--- src/rtl/exec_stage_mc.sv ---
// Single-issue execute stage: one-cycle ALU ops plus an optional iterative shift-add MUL.
// Define EXEC_STAGE_MC_MUL_EN to build the multiplier; otherwise op 6 is reported as illegal.
module exec_stage_mc #(
  parameter int WIDTH = 16,
  parameter int REGW  = 3
) (
  input  logic             clk,
  input  logic             rst,
  input  logic             inValid,
  output logic             inReady,
  input  logic [2:0]       op,
  input  logic [WIDTH-1:0] srcA,
  input  logic [WIDTH-1:0] srcB,
  input  logic [REGW-1:0]  writeReg,
  input  logic             regWrt,
  input  logic             flush,
  output logic             outValid,
  input  logic             outReady,
  output logic [WIDTH-1:0] result,
  output logic [REGW-1:0]  writeRegOut,
  output logic             regWrtOut,
  output logic             err,
  output logic             busy
);

  typedef enum logic [2:0] {
    OP_ADD   = 3'd0,
    OP_SUB   = 3'd1,
    OP_AND   = 3'd2,
    OP_XOR   = 3'd3,
    OP_SLT   = 3'd4,
    OP_PASSB = 3'd5,
    OP_MUL   = 3'd6,
    OP_ILL   = 3'd7
  } op_t;

  logic             accept;
  logic             drain;
  logic             isMul;
  logic             mulDone;
  logic [WIDTH-1:0] aluRes;
  logic             aluErr;

  assign accept = inValid && inReady;
  assign drain  = outValid && outReady;

  // NOTE: every output of a combinational block gets a default first, so no path leaves it unassigned and no latch is inferred.
  always_comb begin
    aluRes = '0;
    aluErr = 1'b0;
    case (op_t'(op))
      OP_ADD:   aluRes = srcA + srcB;
      OP_SUB:   aluRes = srcA - srcB;
      OP_AND:   aluRes = srcA & srcB;
      OP_XOR:   aluRes = srcA ^ srcB;
      OP_SLT:   aluRes = {{(WIDTH-1){1'b0}}, ($signed(srcA) < $signed(srcB))};
      OP_PASSB: aluRes = srcB;
`ifdef EXEC_STAGE_MC_MUL_EN
      OP_MUL:   aluRes = '0;  // result comes from the iterative unit instead
`endif
      default:  aluErr = 1'b1;
    endcase
  end

`ifdef EXEC_STAGE_MC_MUL_EN
  localparam int CNTW = $clog2(WIDTH + 1);

  typedef enum logic {IDLE = 1'b0, MUL = 1'b1} state_t;

  state_t           state;
  state_t           nextState;
  logic [WIDTH-1:0] mcand;
  logic [WIDTH-1:0] mplier;
  logic [WIDTH-1:0] acc;
  logic [CNTW-1:0]  cnt;
  logic [REGW-1:0]  mulReg;
  logic             mulWrt;

  assign isMul   = (op_t'(op) == OP_MUL);
  assign mulDone = (state == MUL) && (cnt == CNTW'(WIDTH));
  assign busy    = (state == MUL);
  assign inReady = (state == IDLE) && (!outValid || outReady) && !flush;

  always_comb begin
    nextState = state;
    case (state)
      IDLE:    if (accept && isMul) nextState = MUL;
      MUL:     if (mulDone) nextState = IDLE;
      default: nextState = IDLE;
    endcase
    if (flush) nextState = IDLE;
  end

  // NOTE: sequential state is written with non-blocking assignments so every register samples pre-edge values.
  always_ff @(posedge clk or negedge rst) begin
    if (!rst) state <= IDLE;
    else      state <= nextState;
  end

  // Multiplicand shifts left and multiplier right; WIDTH iterations, then one completion cycle.
  always_ff @(posedge clk or negedge rst) begin
    if (!rst) begin
      mcand  <= '0;
      mplier <= '0;
      acc    <= '0;
      cnt    <= '0;
      mulReg <= '0;
      mulWrt <= 1'b0;
    end else if (accept && isMul) begin
      mcand  <= srcA;
      mplier <= srcB;
      acc    <= '0;
      cnt    <= '0;
      mulReg <= writeReg;
      mulWrt <= regWrt;
    end else if (state == MUL && !mulDone && !flush) begin
      if (mplier[0]) acc <= acc + mcand;
      mcand  <= mcand << 1;
      mplier <= mplier >> 1;
      cnt    <= cnt + 1'b1;
    end
  end
`else
  assign isMul   = 1'b0;
  assign mulDone = 1'b0;
  assign busy    = 1'b0;
  assign inReady = (!outValid || outReady) && !flush;
`endif

  always_ff @(posedge clk or negedge rst) begin
    if (!rst) begin
      outValid    <= 1'b0;
      result      <= '0;
      writeRegOut <= '0;
      regWrtOut   <= 1'b0;
      err         <= 1'b0;
    end else if (flush) begin
      outValid <= 1'b0;
      err      <= 1'b0;
    end else if (mulDone) begin
`ifdef EXEC_STAGE_MC_MUL_EN
      result      <= acc;
      writeRegOut <= mulReg;
      regWrtOut   <= mulWrt;
`endif
      err      <= 1'b0;
      outValid <= 1'b1;
    end else if (accept) begin
      if (isMul) begin
        // Any previous result drained on this edge; the slot stays empty until MUL completes.
        outValid <= 1'b0;
        err      <= 1'b0;
      end else begin
        result      <= aluRes;
        writeRegOut <= writeReg;
        regWrtOut   <= regWrt;
        err         <= aluErr;
        outValid    <= 1'b1;
      end
    end else if (drain) begin
      outValid <= 1'b0;
      err      <= 1'b0;
    end
  end

endmodule

--- config.mk ---
export PLATFORM = sky130hd
export DESIGN_NAME = exec_stage_mc
export DESIGN_NICKNAME = d
export VERILOG_FILES = /design/src/rtl/exec_stage_mc.sv
export SDC_FILE = /design/constraint.sdc
export NUM_CORES = 1
export LEC_CHECK = 0
export BUFFER_PORTS_ARGS = -buffer_cell sky130_fd_sc_hd__buf_2
export CORE_MARGIN = 5
export CORE_UTILIZATION = 56
export CTS_CLUSTER_SIZE = 28
export DETAILED_ROUTE_END_ITERATION = 6
export HOLD_SLACK_MARGIN = 0.08
export PLACE_DENSITY = 0.82
export SYNTH_ARGS = -nofsm -noshare
export SYNTH_HDL_FRONTEND = slang
export SYNTH_SLANG_ARGS = --single-unit
--- constraint.sdc ---
create_clock -name clk -period 2.1 [get_ports clk]
set_input_delay 0.315 -clock clk [delete_from_list [all_inputs] [get_ports clk]]
set_output_delay 0.315 -clock clk [all_outputs]
set_load 0.01 [all_outputs]
Word level (Yosys, flattened, before mapping)
Cells that the tools add are included.

Flip-flop bits (word level): 22. Output and inout bits: 24. Word-level logic and storage cells: 33.

Add/sub/neg operators: 2. Order comparisons: 1. Equality and inequality tests: 5. Mux-type cells: 7. Bitwise gates (word level): 3. Reduce and logical (&&, ||, !) cells: 10.

Operators by type and width (number): $pmux W16 S6 (1); $add A16 B16 Y16 (1); $and A16 B16 Y16 (1); $lt A16 B16 Y1 (1); $sub A16 B16 Y16 (1); $xor A16 B16 Y16 (1); $eq A3 B2 Y1 const B (2); $eq A3 B3 Y1 const B (2); $mux W1 (6); $reduce_or A6 Y1 (1); $eq A3 B1 Y1 const B (1); $logic_and A1 B1 Y1 (3); $logic_not A3 Y1 (1); $reduce_bool A3 Y1 (1); $logic_not A1 Y1 (2); $reduce_and A2 Y1 (1); $logic_or A1 B1 Y1 (1); $not A1 Y1 (1).

Depth between registers and ports, before layout
Gate-level depths: netlist of the first run.

Depth after elaboration: 6. Gate-level depth with buffers: 10.

Least setup slack after synthesis of the first run
Ideal clock, no wire load.

Path kind: input port to flip-flop. Start: input srcA[0]. End: register result[14]. Setup time: 0.126 ns. Data arrival time: 2.351 ns. Required time: 1.974 ns. Setup slack: -0.377 ns. Stages: 10. Cell sequence: inv_1 ha_1 fa_1 nor2b_4 o211ai_2 a31oi_4 o21ai_2 o32ai_1 mux2_4 o32a_1.

Word-level cells in the longest chain between the ends: 2. Elaborated cells between the ends (all ways): 3.

Ends and longest elaborated chain: from (decl) (RTL line 12) `input logic [WIDTH-1:0] srcA,`; $sub A16 B16 Y16 or $add A16 B16 Y16 (tied branches) (RTL line 53, 52); $pmux W16 S6 * (RTL line 51) `case (op_t'(op))`; to (signal assigned) (RTL line 154) `result <= aluRes;`; to (decl) (RTL line 19) `output logic [WIDTH-1:0] result,`.

Every way passes the cells marked *; elsewhere a longest branch is shown, timed or not. A chain may end at the register's enable or synchronous reset.

Final worst setup path of the first run
Start: register outValid. End: register result[8].

Word-level cells in the longest chain between the ends: 5.

Ends and longest elaborated chain: from (decl) (RTL line 17) `output logic outValid,`; from (signal assigned) (RTL line 132) `outValid <= 1'b0;`; from (signal assigned) (RTL line 138) `outValid <= 1'b0;`; from (signal assigned) (RTL line 147) `outValid <= 1'b1;`; $logic_not A1 Y1 (RTL line 127) `assign inReady = (!outValid || outReady) && !flush;`; $logic_or A1 B1 Y1 (RTL line 127); $logic_and A1 B1 Y1 (RTL line 127); $logic_and A1 B1 Y1 (RTL line 44) `assign accept = inValid && inReady;`; $reduce_and A2 Y1 (no line).

Every way passes these cells.

==> qor.csv, run 1 <==
stage,metric,value,unit
floorplan,ios,68,
global_route,grt_pass1_wl,19800,um
timing,rsz0062_at_grt,true,
global_route,top_usage_layer,met2,
global_route,grt_max_degree,23,
timing,tns,-0.722,ns
pwr,clkPwrFrac,15.4,%
route,drc,89,
synthesis,synth.area.top_cells,"dfrtp_1 17%, ha_1 13%, nand2_1 6.1%, a21oi_1 5.5%, nor2_1 4.7%",
synthesis,synth_top_family_by_area,compound AO/OA/AOI/OAI gates,
route,avgViaCountPerCell,6.94,
placed_design,placed_area,4360,um^2
global_route,grt_use_met2,56.7,%
synthesis,ys_seq_area_share,17.2,%
timing,hold_slack,0.235,ns
route,post_drt_wl_per_cell,22.5,um
floorplan,die_x,85.6,um
synthesis,syn-instance-count,441,
clock_tree,h-tree-depth,1,
timing,layout_min_cycle_time,2.33,ns
pwr,p_switching,0.958,mW
synthesis,synth_fa_ha_area_share,13.8,%
timing,slew_violations,0,
synthesis,synth_compound_area_share,34.9,%
pwr,max-vdd-ir-drop,0.325,mV
pwr,p_total,2.20,mW
global_route,track_usage,33.4,%
pwr,power.leakage,2.23,nW
critical_path,required,2.23,ns
synthesis,yosys.cell_types.count,71,
final_layout,final_cell_area,4780,um^2
synthesis,synth-warning-count,0,
synthesis,synth_top_area_share,17.2,%
synthesis,synthMuxAreaShare,1.80,%
clock_tree,cts_sinks,22,
outcome,violations,"DRC, setup timing",
pwr,power_frac_comb,60.6,%
pwr,power.density,461,nW/um^2
floorplan,start_util,57.7,%
worst_hold_path,hp-class,in -> reg,
synthesis,synth_top_area_cell,dfrtp_1,
placed_design,dp_hpwl,9350,um
floorplan,die_h,85.6,um
flow_run,cap_violations,0,
synthesis,synth-edff-count,0,
global_route,grtUsageMet1,41.2,%
clock_tree,tritoncts.num_buffers,3,
floorplan,row_count,27,
route,drt_iter0_markers,862,
timing,slew_headroom,54.4,%
timing,period_share,111,%
clock_tree,clk_root_buffer_cell,clkbuf_8,
timing,hold_violations,0,
timing,fmaxAchievable,0.429,GHz
timing,setup_slack,-0.230,ns
synthesis,synth_xor_area_share,1.10,%
floorplan,core-area,5540,um^2
synthesis,synth_nets,519,
pwr,swShare,43.5,%
final_layout,layout-drive-gt1-share,40.0,%
synthesis,synthArstFlopShare,100,%
timing,worstMarginPinSlew,0.676,ns
global_route,gr-total-overflow,0,
global_route,grt_pass1_vias,4177,
timing,fin_worst_skew,0.00220,ns
synthesis,avgSynthCellArea,7.25,um^2
clock_tree,cts.clk_slew.worst_paths,0.10,ns
placed_design,gp_congestion,1.01,
synthesis,ys_ff_latch,22,
synthesis,synthFlopType,dfrtp_1,
route,firstDrtPassIters,7,
route,ant_nets,0,
pwr,seq_power_share,24.0,%
placed_design,portBuffers,66,
route,num_vias,4661,
clock_tree,clk_latency,0.27,ns
final_layout,syn_to_final_growth,49.5,%
synthesis,synth_area,3200,um^2
final_layout,fin_nets,677,
global_route,met3_usage,6.34,%
clock_tree,cts_tree,built,
clock_tree,clock_path_buffers,2,
floorplan,die_area,7320,um^2
critical_path,cp_data_arrival_time,2.46,ns
critical_path,critPathLaunchType,register,
critical_path,cp-end-kind,register,
route,routed_wl,15100,um
critical_path,cp_max_fo,18,
timing,setup_viol,7,
critical_path,critPathKind,reg -> reg,
synthesis,synthSimpleGateAreaFrac,22.9,%
outcome,outcome,finished with violations,
pwr,p_int,1.24,mW
global_route,antenna_found_initial,1,
==> power by group through the flow <==
stage / logic [mW] / clock network [mW] / registers (mW)
2_1_floorplan: 0.583 / 0 / 0.560
3_3_place_gp: 1.06 / 0 / 0.528
3_5_place_dp: 1.09 / 0 / 0.531
4_1_cts: 1.14 / 0.324 / 0.522
5_1_grt: 1.40 / 0.360 / 0.535
6_report: 1.33 / 0.339 / 0.529
==> final timing paths <==
check | start | to | slack [ns] | depth (start not counted)
max | outValid | result[8] | -0.23 | 7
min | writeReg[1] | writeRegOut[1] | 0.23 | 3
max reg2reg | outValid | result[8] | -0.23 | 7
min reg2reg | writeRegOut[2] | writeRegOut[2] | 0.48 | 2
max in group asynchronous | rst | result[7] | 1.09 | 2
min in group asynchronous | rst | writeRegOut[0] | 0.60 | 2
==> placed cells by master, fill, tap and decap left out, types with 7 or more instances in the layout <==
cell | synthesis | final
nand2b_1 | 13 | 13
dfrtp_1 | 22 | 22
a21oi_1 | 35 | 32
inv_1 | 36 | 30
nor2_1 | 40 | 39
buf_4 | 2 | 109
ha_4 | 0 | 7
ha_1 | 32 | 24
buf_2 | 9 | 61
a31oi_1 | 12 | 12
o21ai_0 | 30 | 28
nand2_1 | 52 | 52
==> synth_stat cells, types with 5 or more instances <==
cell,instances
a211oi_1,10
a21o_1,6
a21oi_1,35
a221oi_1,5
a31oi_1,12
buf_2,9
clkbuf_1,11
dfrtp_1,22
ha_1,32
inv_1,36
nand2_1,52
nand2b_1,13
nand3_1,6
nor2_1,40
nor2b_1,8
nor3_1,7
o211ai_1,6
o21ai_0,30
o31ai_1,6
==> metrics by stage <==
step	instances	utilization, %	setup slack (ns)
finish	672	86.2	-0.230
global route	672	86.2	-0.392
CTS	663	82.0	-0.0823
detailed placement	654	78.6	-0.624
global placement	654	78.6	-0.497
floorplan	441	-	-0.132
==> per-layer routing <==
| layer | up-vias | routed length, um |
|---|---|---|
| li1 | 1934 | - |
| met1 | 2060 | 4900 |
| met2 | 492 | 6520 |
| met3 | 175 | 2250 |
| met4 | 0 | 1440 |
| met5 | - | 0 |
==> worst max-delay path, cell delays in order, from the launching register on <==
cell and delay (ns):
dfrtp_1 0.43, nor2b_1 0.16, or3_1 0.36, buf_4 0.24
a221oi_1 0.51, nand2_1 0.12, a21oi_1 0.27, a211oi_1 0.11
==> what timing repair did <==
action                     4_1_cts  5_1_grt
pin swaps                       15       25
hold endpoints to repair        22        0
buffers inserted                 4        8
gates resized for setup         20       42
setup endpoints to repair        8        9
hold buffers                     1        0
==> flip-flops by register name, summed over array words and instances, names as in the netlist <==
name	cells
err	1
outValid	1
regWrtOut	1
result	16
writeRegOut	3
==> cell families after synthesis <==
kind of cell	count (synthesis)
AO/OA/AOI/OAI	161
AND/OR/NAND/NOR	152
buffers and inverters	63
adder cells (fa/ha/maj)	34
flip-flops	22
XOR/XNOR	4
multiplexers	4
other	1
==> layout make-up <==
class,count,area (um^2)
fillers,330,762
repair buffers,178,1220
well taps,72,90.1
flip-flops and latches,22,551
inverters,38,160
diodes,2,5.00
multi-input cells,356,2690
clock buffers,4,55.1
(Power assumes the default switching activity.)
==> inputs of run 2 (changes only) <==
--- a/config.mk
+++ b/config.mk
@@ -12,6 +12,7 @@
 export DETAILED_ROUTE_END_ITERATION = 6
 export HOLD_SLACK_MARGIN = 0.08
 export PLACE_DENSITY = 0.82
+export REMOVE_ABC_BUFFERS = 1
 export SYNTH_ARGS = -nofsm -noshare
 export SYNTH_HDL_FRONTEND = slang
 export SYNTH_SLANG_ARGS = --single-unit
==> run 2 against run 1 <==
  * The flow finishes with violations (setup timing)
  * Worst setup slack improved by 0.16 ns
  * Sequential power barely moved
  * Non-clock buffer count rose by 6
  * Wire length fell by 8.8%
  * Maximum frequency rose by 7.3%
  * Critical path depth rose by 4
  * Sequential cell count did not move
  * Critical path type is now in -> reg
  * Largest power group unchanged
==> qor.csv, run 2 (synthesized netlist as in run 1, its figures left out) <==
stage,metric,value,unit,change
final_layout,largest_reg_flops,16,,unchanged
floorplan,ios,68,,unchanged
critical_path,required,2.26,ns,was 2.23 ns
floorplan,die_x,85.6,um,unchanged
timing,fin_worst_skew,0.00793,ns,was 0.00220 ns
timing,rsz0062_at_grt,true,,unchanged
global_route,gr-total-overflow,0,,unchanged
pwr,max-vdd-ir-drop,0.292,mV,was 0.325 mV
floorplan,start_util,57.7,%,unchanged
pwr,power.leakage,2.24,nW,was 2.23 nW
route,avgViaCountPerCell,6.51,,was 6.94
placed_design,preCtsSetupSlack,-0.643,ns,was -0.624 ns
final_layout,n_antenna_cell,0,,was 2
route,wl_met1,5270,um,was 4900 um
pwr,power.density,438,nW/um^2,was 461 nW/um^2
final_layout,final_cell_area,4840,um^2,was 4780 um^2
final_layout,num-fill-cells,294,,was 330
clock_tree,cts_tree,built,,unchanged
critical_path,critPathKind,in -> reg,,was reg -> reg
final_layout,layout-drive-gt1-share,41.8,%,was 40.0%
floorplan,row_count,27,,unchanged
floorplan,die_h,85.6,um,unchanged
route,drc,0,,was 89
timing,setup_viol,1,,was 7
worst_hold_path,hp-start,writeReg[2],,was writeReg[1]
timing,hold_violations,0,,unchanged
route,wl_met2,6320,um,was 6520 um
final_layout,fin_nets,683,,was 677
final_layout,syn_to_final_growth,51.4,%,was 49.5%
timing,setup_slack,-0.0710,ns,was -0.230 ns
clock_tree,tritoncts.num_buffers,3,,unchanged
clock_tree,clk_latency,0.28,ns,was 0.27 ns
critical_path,timing.rr.start,outValid,,unchanged
route,routed_wl,13800,um,was 15100 um
placed_design,dp_hpwl,9560,um,was 9350 um
floorplan,die_area,7320,um^2,unchanged
critical_path,ff2ff_path_depth,7,,unchanged
route,drt_iter0_markers,463,,was 862
placed_design,portBuffers,66,,unchanged
critical_path,r2r-end,result[14],,was result[8]
worst_hold_path,hold_path_end,writeRegOut[2],,was writeRegOut[1]
route,highest_layer,met4,,unchanged
global_route,grt_pass1_wl,20800,um,was 19800 um
worst_hold_path,hp-class,in -> reg,,unchanged
final_layout,final_common_cell,buf_4,,unchanged
pwr,p_total,2.12,mW,was 2.20 mW
outcome,outcome,finished with violations,,unchanged
timing,slew_violations,0,,unchanged
final_layout,largest-register,result,,unchanged
route,ant_nets,0,,unchanged
global_route,track_usage,34.8,%,was 33.4%
global_route,antenna_found_initial,0,,was 1
outcome,violations,setup timing,,"was DRC, setup timing"
route,firstDrtPassIters,5,,was 7
clock_tree,cts.clk_slew.worst_paths,0.10,ns,about the same
timing,worstMarginPinSlew,0.674,ns,was 0.676 ns
clock_tree,clk_root_buffer_cell,clkbuf_8,,unchanged
clock_tree,clock_path_buffers,2,,unchanged
global_route,grt_max_degree,23,,unchanged
route,met3_length,1430,um,was 2250 um
worst_hold_path,whs_path_depth,3,,unchanged
clock_tree,cts_sinks,22,,unchanged
critical_path,cp_max_fo,4,,was 18
critical_path,cp-end-kind,register,,unchanged
global_route,grt_pass1_vias,4270,,was 4177
route,post_drt_wl_per_cell,20.4,um,was 22.5 um
flow_run,cap_violations,0,,unchanged
critical_path,critPathLaunchType,input port,,was register
floorplan,core-area,5540,um^2,unchanged
final_layout,top_regs,"result: 16 flops, writeRegOut: 3 flops",,unchanged
critical_path,cp_data_arrival_time,2.33,ns,was 2.46 ns
placed_design,placed_area,4290,um^2,was 4360 um^2
timing,slew_headroom,54.9,%,was 54.4%
critical_path,r2r_slack,0.10,ns,was -0.23 ns
timing,fmaxAchievable,0.461,GHz,was 0.429 GHz
placed_design,gp_congestion,0.933,,was 1.01
final_layout,layout_common_cells,"118 x buf_4, 63 x buf_2, 52 x nand2_1",,"was 109 x buf_4, 61 x buf_2, 52 x nand2_1"
clock_tree,h-tree-depth,1,,unchanged
route,num_vias,4395,,was 4661
timing,layout_min_cycle_time,2.17,ns,was 2.33 ns
timing,period_share,103,%,was 111%
-- run 2: cell types whose count changed in the layout (fill, tap and decap cells not counted), sizes merged --
cell / before / now
diode: 2 / 0
clkbuf: 4 / 3
buf: 177 / 183
-- run 2: worst max-delay path by stage --
stage	startpoint	end	slack, ns
6_report	srcA[0]	result[14]	-0.07
5_1_grt	srcB[5]	result[14]	-0.13
4_1_cts	srcB[0]	result[0]	-0.07
3_5_place_dp	srcA[0]	result[0]	-0.64
3_3_place_gp	srcA[0]	result[0]	-0.65
2_1_floorplan	srcA[0]	result[14]	-0.38
-- run 2: cell type report --
cell class,count,area (um^2),area share (%)
clock buffers,3,41.3,0.853
inverters,38,150,3.10
multi-input cells,356,2770,57.2
flip-flops and latches,22,551,11.4
well taps,72,90.1,1.86
repair buffers,184,1240,25.7
-- run 2: routing by layer --
layer	vias up	track usage, %
li1	1928	-
met5	-	0
met4	0	12.7
met2	352	58.5
met1	2021	45.3
met3	94	4.80
-- run 2: per-stage QoR --
stage	TNS (ns)	hold slack [ns]	util (%)	cells
after floorplan	-1.07	0.0194	-	416
after global placement	-4.75	0.324	77.3	659
after detailed placement	-5.59	0.326	77.3	659
after CTS	-0.133	0.238	83.3	670
after global routing	-0.399	0.261	87.3	675
final	-0.0710	0.256	87.3	675
-- run 2: power breakdown --
part | leakage (nW) | internal (mW) | switching (mW)
Combinational | 1.95 | 0.594 | 0.704
Clock | 0.0216 | 0.129 | 0.164
Sequential | 0.271 | 0.488 | 0.0406
Total | 2.24 | 1.21 | 0.909
-- run 2: critical path: stages --
cell and delay (ns):
buf_8 0.09, inv_6 0.03, ha_4 0.16, fa_2 0.37, nor2b_4 0.14, o211ai_2 0.11
a31oi_4 0.24, o21ai_2 0.10, o32ai_2 0.15, mux2_4 0.32, o32a_1 0.29
-- run 2: what timing repair did --
action | in CTS | in global routing
cloned | 0 | 0
setup buffers | 7 | 6
gates resized for setup | 51 | 34
pin swaps | 25 | 20
setup endpoints to repair | 11 | 10
endpoints found under the hold margin | 22 | 0
hold buffers | 1 | 0
